<file path="src/rtl/pipeline_hazard_ctrl_pkg.sv">
// Shared types for the pipeline stall/flush sequencer: FSM state, bundled
// stage control bits and the hazard-detection helper.
package pipeline_hazard_ctrl_pkg;

  typedef enum logic [0:0] {
    RUN    = 1'b0,
    SQUASH = 1'b1
  } hazard_state_t;

  typedef struct packed {
    logic load_pc;
    logic load_if_id;
    logic load_id_ex;
    logic load_ex_mem;
    logic load_mem_wb;
    logic flush_if_id;
    logic flush_id_ex;
    logic flush_ex_mem;
  } pipe_ctrl_t;

  localparam pipe_ctrl_t CTRL_FREEZE = '0;
  localparam pipe_ctrl_t CTRL_ADVANCE = '{
    load_pc: 1'b1, load_if_id: 1'b1, load_id_ex: 1'b1, load_ex_mem: 1'b1,
    load_mem_wb: 1'b1, flush_if_id: 1'b0, flush_id_ex: 1'b0, flush_ex_mem: 1'b0
  };

  function automatic logic src_hit(input logic [4:0] rd, input logic [4:0] rs,
                                   input logic uses);
    return uses && (rs == rd);
  endfunction

endpackage

</file>
<file path="src/rtl/pipeline_hazard_ctrl_if.sv">
// Bundle between the hazard sequencer (master) and the datapath it steers (slave).
interface pipeline_hazard_ctrl_if #(
  parameter int XLEN  = 32,
  parameter int CNT_W = 32
);
  import pipeline_hazard_ctrl_pkg::*;

  // Request/response: imem_read is held high until the cycle imem_resp is 1,
  // dmem_access is held high until the cycle dmem_resp is 1; a request with its
  // response in the same cycle completes without stalling.
  logic            imem_read;
  logic            imem_resp;
  logic            dmem_access;
  logic            dmem_resp;
  logic            ex_is_load;
  logic [4:0]      ex_rd;
  logic [4:0]      id_rs1;
  logic [4:0]      id_rs2;
  logic            id_uses_rs1;
  logic            id_uses_rs2;
  logic            br_mispredict;
  logic [XLEN-1:0] br_target;

  logic             load_pc;
  logic             load_if_id;
  logic             load_id_ex;
  logic             load_ex_mem;
  logic             load_mem_wb;
  logic             flush_if_id;
  logic             flush_id_ex;
  logic             flush_ex_mem;
  logic             pc_redirect;
  logic [XLEN-1:0]  redirect_addr;
  logic [CNT_W-1:0] istall_cnt;
  logic [CNT_W-1:0] dstall_cnt;
  logic [CNT_W-1:0] lu_stall_cnt;
  hazard_state_t    dbg_state;

  modport master (
    input  imem_read, imem_resp, dmem_access, dmem_resp, ex_is_load, ex_rd,
           id_rs1, id_rs2, id_uses_rs1, id_uses_rs2, br_mispredict, br_target,
    output load_pc, load_if_id, load_id_ex, load_ex_mem, load_mem_wb,
           flush_if_id, flush_id_ex, flush_ex_mem, pc_redirect, redirect_addr,
           istall_cnt, dstall_cnt, lu_stall_cnt, dbg_state
  );

  modport slave (
    output imem_read, imem_resp, dmem_access, dmem_resp, ex_is_load, ex_rd,
           id_rs1, id_rs2, id_uses_rs1, id_uses_rs2, br_mispredict, br_target,
    input  load_pc, load_if_id, load_id_ex, load_ex_mem, load_mem_wb,
           flush_if_id, flush_id_ex, flush_ex_mem, pc_redirect, redirect_addr,
           istall_cnt, dstall_cnt, lu_stall_cnt, dbg_state
  );

endinterface

</file>
<file path="src/rtl/pipeline_hazard_ctrl_counters.sv">
// Three free-running stall counters; each wraps modulo 2^CNT_W.
module pipeline_hazard_ctrl_counters #(
  parameter int CNT_W = 32
) (
  input  logic             clk,
  input  logic             rst,
  input  logic             inc_istall,
  input  logic             inc_dstall,
  input  logic             inc_lu,
  output logic [CNT_W-1:0] istall_cnt,
  output logic [CNT_W-1:0] dstall_cnt,
  output logic [CNT_W-1:0] lu_stall_cnt
);

  localparam logic [CNT_W-1:0] ONE = {{(CNT_W-1){1'b0}}, 1'b1};

  always_ff @(posedge clk or negedge rst) begin
    if (!rst) begin
      istall_cnt   <= '0;
      dstall_cnt   <= '0;
      lu_stall_cnt <= '0;
    end else begin
      if (inc_istall) istall_cnt   <= istall_cnt + ONE;
      if (inc_dstall) dstall_cnt   <= dstall_cnt + ONE;
      if (inc_lu)     lu_stall_cnt <= lu_stall_cnt + ONE;
    end
  end

endmodule

</file>
<file path="src/rtl/pipeline_hazard_ctrl.sv">
// Stall/flush sequencer for the 5-stage pipeline: resolves cache misses,
// load-use hazards and mispredicts, parking a redirect behind an open fetch.
module pipeline_hazard_ctrl
  import pipeline_hazard_ctrl_pkg::*;
#(
  parameter int CNT_W = 32,
  parameter int XLEN  = 32
) (
  input logic                  clk,
  input logic                  rst,
  pipeline_hazard_ctrl_if.master hz
);

  hazard_state_t   state_q, state_d;
  logic [XLEN-1:0] target_q, target_d;
  pipe_ctrl_t      ctrl;
  logic            pc_redirect;
  logic            dstall, istall, luse, mp;
  logic            inc_lu, inc_istall;

  always_comb begin
    dstall = hz.dmem_access & ~hz.dmem_resp;
    istall = hz.imem_read & ~hz.imem_resp;
    luse   = hz.ex_is_load && (hz.ex_rd != 5'd0) &&
             (src_hit(hz.ex_rd, hz.id_rs1, hz.id_uses_rs1) ||
              src_hit(hz.ex_rd, hz.id_rs2, hz.id_uses_rs2));
    // EX only retires the branch when the back end is moving.
    mp     = hz.br_mispredict & ~dstall;
  end

  always_comb begin
    state_d     = state_q;
    target_d    = target_q;
    ctrl        = CTRL_ADVANCE;
    pc_redirect = 1'b0;
    inc_lu      = 1'b0;
    unique case (state_q)
      RUN: begin
        if (dstall) begin
          ctrl = CTRL_FREEZE;
        end else if (mp && istall) begin
          state_d          = SQUASH;
          target_d         = hz.br_target;
          ctrl.load_pc     = 1'b0;
          ctrl.flush_if_id = 1'b1;
          ctrl.flush_id_ex = 1'b1;
        end else if (mp) begin
          pc_redirect      = 1'b1;
          ctrl.flush_if_id = 1'b1;
          ctrl.flush_id_ex = 1'b1;
        end else if (istall) begin
          ctrl.load_pc     = 1'b0;
          ctrl.load_if_id  = 1'b0;
          ctrl.flush_if_id = 1'b1;
        end else if (luse) begin
          ctrl.load_pc     = 1'b0;
          ctrl.load_if_id  = 1'b0;
          ctrl.flush_id_ex = 1'b1;
          inc_lu           = 1'b1;
        end
      end
      SQUASH: begin
        // The fetch returning here is the wrong-path instruction: bubble it.
        ctrl.load_if_id  = 1'b0;
        ctrl.flush_if_id = 1'b1;
        if (dstall) begin
          ctrl = CTRL_FREEZE;
        end else if (hz.imem_resp) begin
          pc_redirect = 1'b1;
          state_d     = RUN;
        end else begin
          ctrl.load_pc = 1'b0;
        end
      end
    endcase
    if (!rst) begin
      ctrl        = CTRL_FREEZE;
      pc_redirect = 1'b0;
    end
  end

  assign inc_istall = istall | ((state_q == SQUASH) & ~ctrl.load_pc);

  always_ff @(posedge clk or negedge rst) begin
    if (!rst) begin
      state_q  <= RUN;
      target_q <= '0;
    end else begin
      state_q  <= state_d;
      target_q <= target_d;
    end
  end

  pipeline_hazard_ctrl_counters #(.CNT_W(CNT_W)) u_counters (
    .clk          (clk),
    .rst          (rst),
    .inc_istall   (inc_istall),
    .inc_dstall   (dstall),
    .inc_lu       (inc_lu),
    .istall_cnt   (hz.istall_cnt),
    .dstall_cnt   (hz.dstall_cnt),
    .lu_stall_cnt (hz.lu_stall_cnt)
  );

  assign hz.load_pc       = ctrl.load_pc;
  assign hz.load_if_id    = ctrl.load_if_id;
  assign hz.load_id_ex    = ctrl.load_id_ex;
  assign hz.load_ex_mem   = ctrl.load_ex_mem;
  assign hz.load_mem_wb   = ctrl.load_mem_wb;
  assign hz.flush_if_id   = ctrl.flush_if_id;
  assign hz.flush_id_ex   = ctrl.flush_id_ex;
  assign hz.flush_ex_mem  = ctrl.flush_ex_mem;
  assign hz.pc_redirect   = pc_redirect;
  assign hz.redirect_addr = (state_q == SQUASH) ? target_q : hz.br_target;
  assign hz.dbg_state     = state_q;

endmodule

</file>
<file path="src/flat_wrapper.sv">
// flat-port wrapper written by rule: the top's interface ports become plain ports
module pipeline_hazard_ctrl_flat import pipeline_hazard_ctrl_pkg::*;
#(
  parameter int CNT_W = 32,
  parameter int XLEN  = 32
)
  (clk, rst, hz_imem_read, hz_imem_resp, hz_dmem_access, hz_dmem_resp, hz_ex_is_load, hz_ex_rd, hz_id_rs1, hz_id_rs2, hz_id_uses_rs1, hz_id_uses_rs2, hz_br_mispredict, hz_br_target, hz_load_pc, hz_load_if_id, hz_load_id_ex, hz_load_ex_mem, hz_load_mem_wb, hz_flush_if_id, hz_flush_id_ex, hz_flush_ex_mem, hz_pc_redirect, hz_redirect_addr, hz_istall_cnt, hz_dstall_cnt, hz_lu_stall_cnt, hz_dbg_state);
  pipeline_hazard_ctrl_if #(.XLEN(XLEN), .CNT_W(CNT_W)) hz_i ();
  input logic clk;
  input logic rst;
  input wire logic [$bits(hz_i.imem_read)-1:0] hz_imem_read;
  input wire logic [$bits(hz_i.imem_resp)-1:0] hz_imem_resp;
  input wire logic [$bits(hz_i.dmem_access)-1:0] hz_dmem_access;
  input wire logic [$bits(hz_i.dmem_resp)-1:0] hz_dmem_resp;
  input wire logic [$bits(hz_i.ex_is_load)-1:0] hz_ex_is_load;
  input wire logic [$bits(hz_i.ex_rd)-1:0] hz_ex_rd;
  input wire logic [$bits(hz_i.id_rs1)-1:0] hz_id_rs1;
  input wire logic [$bits(hz_i.id_rs2)-1:0] hz_id_rs2;
  input wire logic [$bits(hz_i.id_uses_rs1)-1:0] hz_id_uses_rs1;
  input wire logic [$bits(hz_i.id_uses_rs2)-1:0] hz_id_uses_rs2;
  input wire logic [$bits(hz_i.br_mispredict)-1:0] hz_br_mispredict;
  input wire logic [$bits(hz_i.br_target)-1:0] hz_br_target;
  output wire logic [$bits(hz_i.load_pc)-1:0] hz_load_pc;
  output wire logic [$bits(hz_i.load_if_id)-1:0] hz_load_if_id;
  output wire logic [$bits(hz_i.load_id_ex)-1:0] hz_load_id_ex;
  output wire logic [$bits(hz_i.load_ex_mem)-1:0] hz_load_ex_mem;
  output wire logic [$bits(hz_i.load_mem_wb)-1:0] hz_load_mem_wb;
  output wire logic [$bits(hz_i.flush_if_id)-1:0] hz_flush_if_id;
  output wire logic [$bits(hz_i.flush_id_ex)-1:0] hz_flush_id_ex;
  output wire logic [$bits(hz_i.flush_ex_mem)-1:0] hz_flush_ex_mem;
  output wire logic [$bits(hz_i.pc_redirect)-1:0] hz_pc_redirect;
  output wire logic [$bits(hz_i.redirect_addr)-1:0] hz_redirect_addr;
  output wire logic [$bits(hz_i.istall_cnt)-1:0] hz_istall_cnt;
  output wire logic [$bits(hz_i.dstall_cnt)-1:0] hz_dstall_cnt;
  output wire logic [$bits(hz_i.lu_stall_cnt)-1:0] hz_lu_stall_cnt;
  output wire logic [$bits(hz_i.dbg_state)-1:0] hz_dbg_state;
  assign hz_i.imem_read = hz_imem_read;
  assign hz_i.imem_resp = hz_imem_resp;
  assign hz_i.dmem_access = hz_dmem_access;
  assign hz_i.dmem_resp = hz_dmem_resp;
  assign hz_i.ex_is_load = hz_ex_is_load;
  assign hz_i.ex_rd = hz_ex_rd;
  assign hz_i.id_rs1 = hz_id_rs1;
  assign hz_i.id_rs2 = hz_id_rs2;
  assign hz_i.id_uses_rs1 = hz_id_uses_rs1;
  assign hz_i.id_uses_rs2 = hz_id_uses_rs2;
  assign hz_i.br_mispredict = hz_br_mispredict;
  assign hz_i.br_target = hz_br_target;
  assign hz_load_pc = hz_i.load_pc;
  assign hz_load_if_id = hz_i.load_if_id;
  assign hz_load_id_ex = hz_i.load_id_ex;
  assign hz_load_ex_mem = hz_i.load_ex_mem;
  assign hz_load_mem_wb = hz_i.load_mem_wb;
  assign hz_flush_if_id = hz_i.flush_if_id;
  assign hz_flush_id_ex = hz_i.flush_id_ex;
  assign hz_flush_ex_mem = hz_i.flush_ex_mem;
  assign hz_pc_redirect = hz_i.pc_redirect;
  assign hz_redirect_addr = hz_i.redirect_addr;
  assign hz_istall_cnt = hz_i.istall_cnt;
  assign hz_dstall_cnt = hz_i.dstall_cnt;
  assign hz_lu_stall_cnt = hz_i.lu_stall_cnt;
  assign hz_dbg_state = hz_i.dbg_state;
  pipeline_hazard_ctrl #(.CNT_W(CNT_W), .XLEN(XLEN)) u_core (.clk(clk), .rst(rst), .hz(hz_i));
endmodule
</file>
<file path="config.mk">
export PLATFORM = sky130hd
export DESIGN_NAME = pipeline_hazard_ctrl_flat
export DESIGN_NICKNAME = d
export VERILOG_FILES = /design/src/rtl/pipeline_hazard_ctrl_pkg.sv /design/src/rtl/pipeline_hazard_ctrl_if.sv /design/src/rtl/pipeline_hazard_ctrl_counters.sv /design/src/rtl/pipeline_hazard_ctrl.sv /design/src/flat_wrapper.sv
export SDC_FILE = /design/constraint.sdc
export NUM_CORES = 1
export LEC_CHECK = 0
export CORE_MARGIN = 10
export CORE_UTILIZATION = 33
export DETAILED_ROUTE_END_ITERATION = 8
export PLACE_DENSITY = 0.59
export SKIP_CTS_REPAIR_TIMING = 1
export SLEW_MARGIN = 20
export SYNTH_ARGS = -nofsm -noshare
export SYNTH_HDL_FRONTEND = slang
export SYNTH_SLANG_ARGS = --single-unit
</file>
<file path="constraint.sdc">
create_clock -name clk -period 2.34 [get_ports clk]
set_input_delay 0.468 -clock clk [delete_from_list [all_inputs] [get_ports clk]]
set_output_delay 0.468 -clock clk [all_outputs]
set_load 0.1 [all_outputs]
</file>
==> impl_results.md <==
* Synth warn at 0
* Worst VDD drop at 511 uV
* Final core utilization at 0.519
* DRC Markers at 0
* Vias in the first global route at 5404
* Initial Util at 0.338
* Syn_area_per_cell at 11.8 sq um
* Final Power at 8090 uW
* Reg2Reg Launch Point: u_core.u_counters.lu_stall_cnt[0]$_DFFE_PN0P_
* GRT Resource Usage Total at 0.143
* 1st-pass router iterations at 4
* Vias per cell at 4.75
* Flops & latches, synth at 129
* # setup viols final at 0
* TritonCTS Sinks at 129
* Mux cell area share after synthesis at 0.114
* Slack of the worst reg-to-reg path at 0.33 ns
* Final hold vios at 0
* Mapped Nets at 603
* CP startpoint: hz_ex_rd[4]
* Cell Pwr Density at 825 mW/mm^2
* Core Region at 0.0189 sq mm
* Final hold slack at 0.0646 ns
* Post-synthesis sequential area ratio at 0.505
* F_max at 0.431 GHz
* Row cnt at 50
* Total routed wirelength at 18300 microns
* Synth cell types at 44
* Ports at 195
* Adder-cell share of the synthesized area at 0.00587
* EDFF count, synth at 0
* Routed via count at 4978
* Synth Area in Simple Gates at 0.198
* Footprint of the multi-input gates at 0.00316 sq mm
* Clock insertion delay at the later pin of the skew report at 0.42 ns
* Worst Setup End Kind: output port
* Pin count of the biggest net entering global routing at 77
* Max transition margin at 0.525
* Final Critical Period at 2.32 ns
* Critical Path AT at 1.85 ns
* Worst-margin pin slew at 0.712 ns
* Mapped Area at 0.00639 sq mm
* DRT iter0 DRCs at 215
* Worst setup SP type: input port
* Commonest non-fill, non-tap cell in the layout: buf_4
* Largest family of logic cells by synthesized area: simple AND/OR/NAND/NOR gates
* Crit path kind: input port to output port
* Die Y at 159 microns
* Final GP Congestion at 0.755
* Avg WL per Cell at 17.5 microns
* Max Cap Violations at 0
* DP Wirelength at 13700 microns
* First-pass GRT wire length at 29600 microns
* Final ANT Viol Nets at 0
* Commonest non-fill, non-tap cells in the layout: buf_4 (127), dfrtp_1 (117), mux2_2 (65)
* CP required at 1.87 ns
* Fraction of registers with async set/reset at 1.00
* Reg2Reg Depth at 6
* Die area at 0.0253 sq mm
* Post-Synth XOR/XNOR Area at 0.141
* CTS Buf Count at 17
* Worst hold path type: input port to async pin
* Compound-Gate Fraction of Synth Area at 0.0117
* R2r endpoint: u_core.u_counters.lu_stall_cnt[24]$_DFFE_PN0P_
* Layout cells sized above 1 at 0.417
* Worst setup path end: hz_flush_id_ex
* Fillcell total at 1680
* Leak pwr at 0.00464 uW
* Skew final at 0.0133 ns
* Count of final max-slew check failures at 0
* CTS tree: done
* Outcome: finished, final reports clean
* Tcrit/Tclk final at 0.991
* Die width at 159 microns
* CTS Buffer Depth at 2
* # H-tree levels at 4
* Fin nets at 832
* Syn Inst Count at 543
* PortBufs at 193
* FF+latch area at 0.00325 sq mm
* Top FF cell, synth: dfrtp_1
* Worst-path clk slew at 0.06 ns
* Initial antenna violation count at 2
* Gr ovfl total at 0
* CTS Root Cell: clkbuf_16
* Worst-path fanout max at 3
* Layout area overhead at 53.3%
how the worst min path moves through the flow:
stage / endpoint / slack [ns]
after floorplan: u_core.target_q[0]$_DFFE_PN0P_ / 0.17
after global placement: u_core.u_counters.dstall_cnt[31]$_DFFE_PN0P_ / 0.46
after detailed placement: u_core.u_counters.dstall_cnt[31]$_DFFE_PN0P_ / 0.46
after CTS: u_core.u_counters.lu_stall_cnt[1]$_DFFE_PN0P_ / 0.24
after global routing: u_core.u_counters.lu_stall_cnt[30]$_DFFE_PN0P_ / 0.06
final: u_core.u_counters.lu_stall_cnt[30]$_DFFE_PN0P_ / 0.06
worst max-delay path: stages:
cell	delay [ns]
dlymetal6s2s_1	0.17
xor2_1	0.19
nor4_2	0.44
a32oi_4	0.13
o31ai_4	0.24
buf_12	0.21
stage by stage:
| step | cell area [sq um] | TNS (ns) | cells | setup WS (ns) |
|---|---|---|---|---|
| 2_1_floorplan | 6510 | -0.509 | 543 | -0.319 |
| 3_3_place_gp | 9100 | -9.78 | 1008 | -0.367 |
| 3_5_place_dp | 9100 | -11.75 | 1008 | -0.389 |
| 4_1_cts | 9650 | -1.21 | 1040 | -0.400 |
| 5_1_grt | 9800 | -0.0106 | 1047 | -0.00795 |
| 6_report | 9800 | 0 | 1047 | 0.0210 |
synthesized netlist by cell type (5+ instances only):
library cell,number,area share
nand4_1,23,0.023
and3_1,10,0.0098
nand2_1,48,0.028
mux2_2,65,0.11
nand3_1,28,0.022
dfrtp_1,129,0.50
nor4_2,14,0.027
buf_4,5,0.0059
inv_1,5,0.0029
nor2_1,25,0.015
nor4_1,9,0.0088
xnor2_1,39,0.053
nor3_1,12,0.0094
xor2_1,64,0.088
and4_1,14,0.019
buf_2,6,0.0047
flip-flops by register name, indices dropped and copies added (netlist names):
name / count
u_core.u_counters.istall_cnt: 32
u_core.target_q: 32
u_core.hz.dbg_state: 1
u_core.u_counters.dstall_cnt: 32
u_core.u_counters.lu_stall_cnt: 32
kinds of logic (layout without fill, tap and decap cells):
family          count (synthesis)  after routing
flops                         129            129
fa+ha+maj                       3              3
simple gates                  205            205
xor+xnor                      103            103
compound gates                 10             10
other cells                     1              3
buf+inv                        27            269
mux                            65             65
report_power, final:
group	switching, uW	total [uW]	internal (uW)	leakage [uW]
clock	969	2530	1560	0.000274
combinational	1950	2850	896	0.00270
sequential	223	2710	2490	0.00167
metal layers:
layer	vias up	track usage	routed length [microns]
li1	2379	-	-
met2	116	0.239	9340
met3	9	0.0594	1260
met4	0	0.0417	109
met5	-	0	0
met1	2474	0.165	7620
area by class of cell:
class,count,area share
antenna,2,0.000511
clock buffer,21,0.0449
clock inverter,11,0.0117
inverter,6,0.00230
multi-input combinational,387,0.322
sequential,129,0.331
tap,260,0.0332
timing repair buffer,231,0.254
Note: power is estimated with default switching activity, not from simulation.
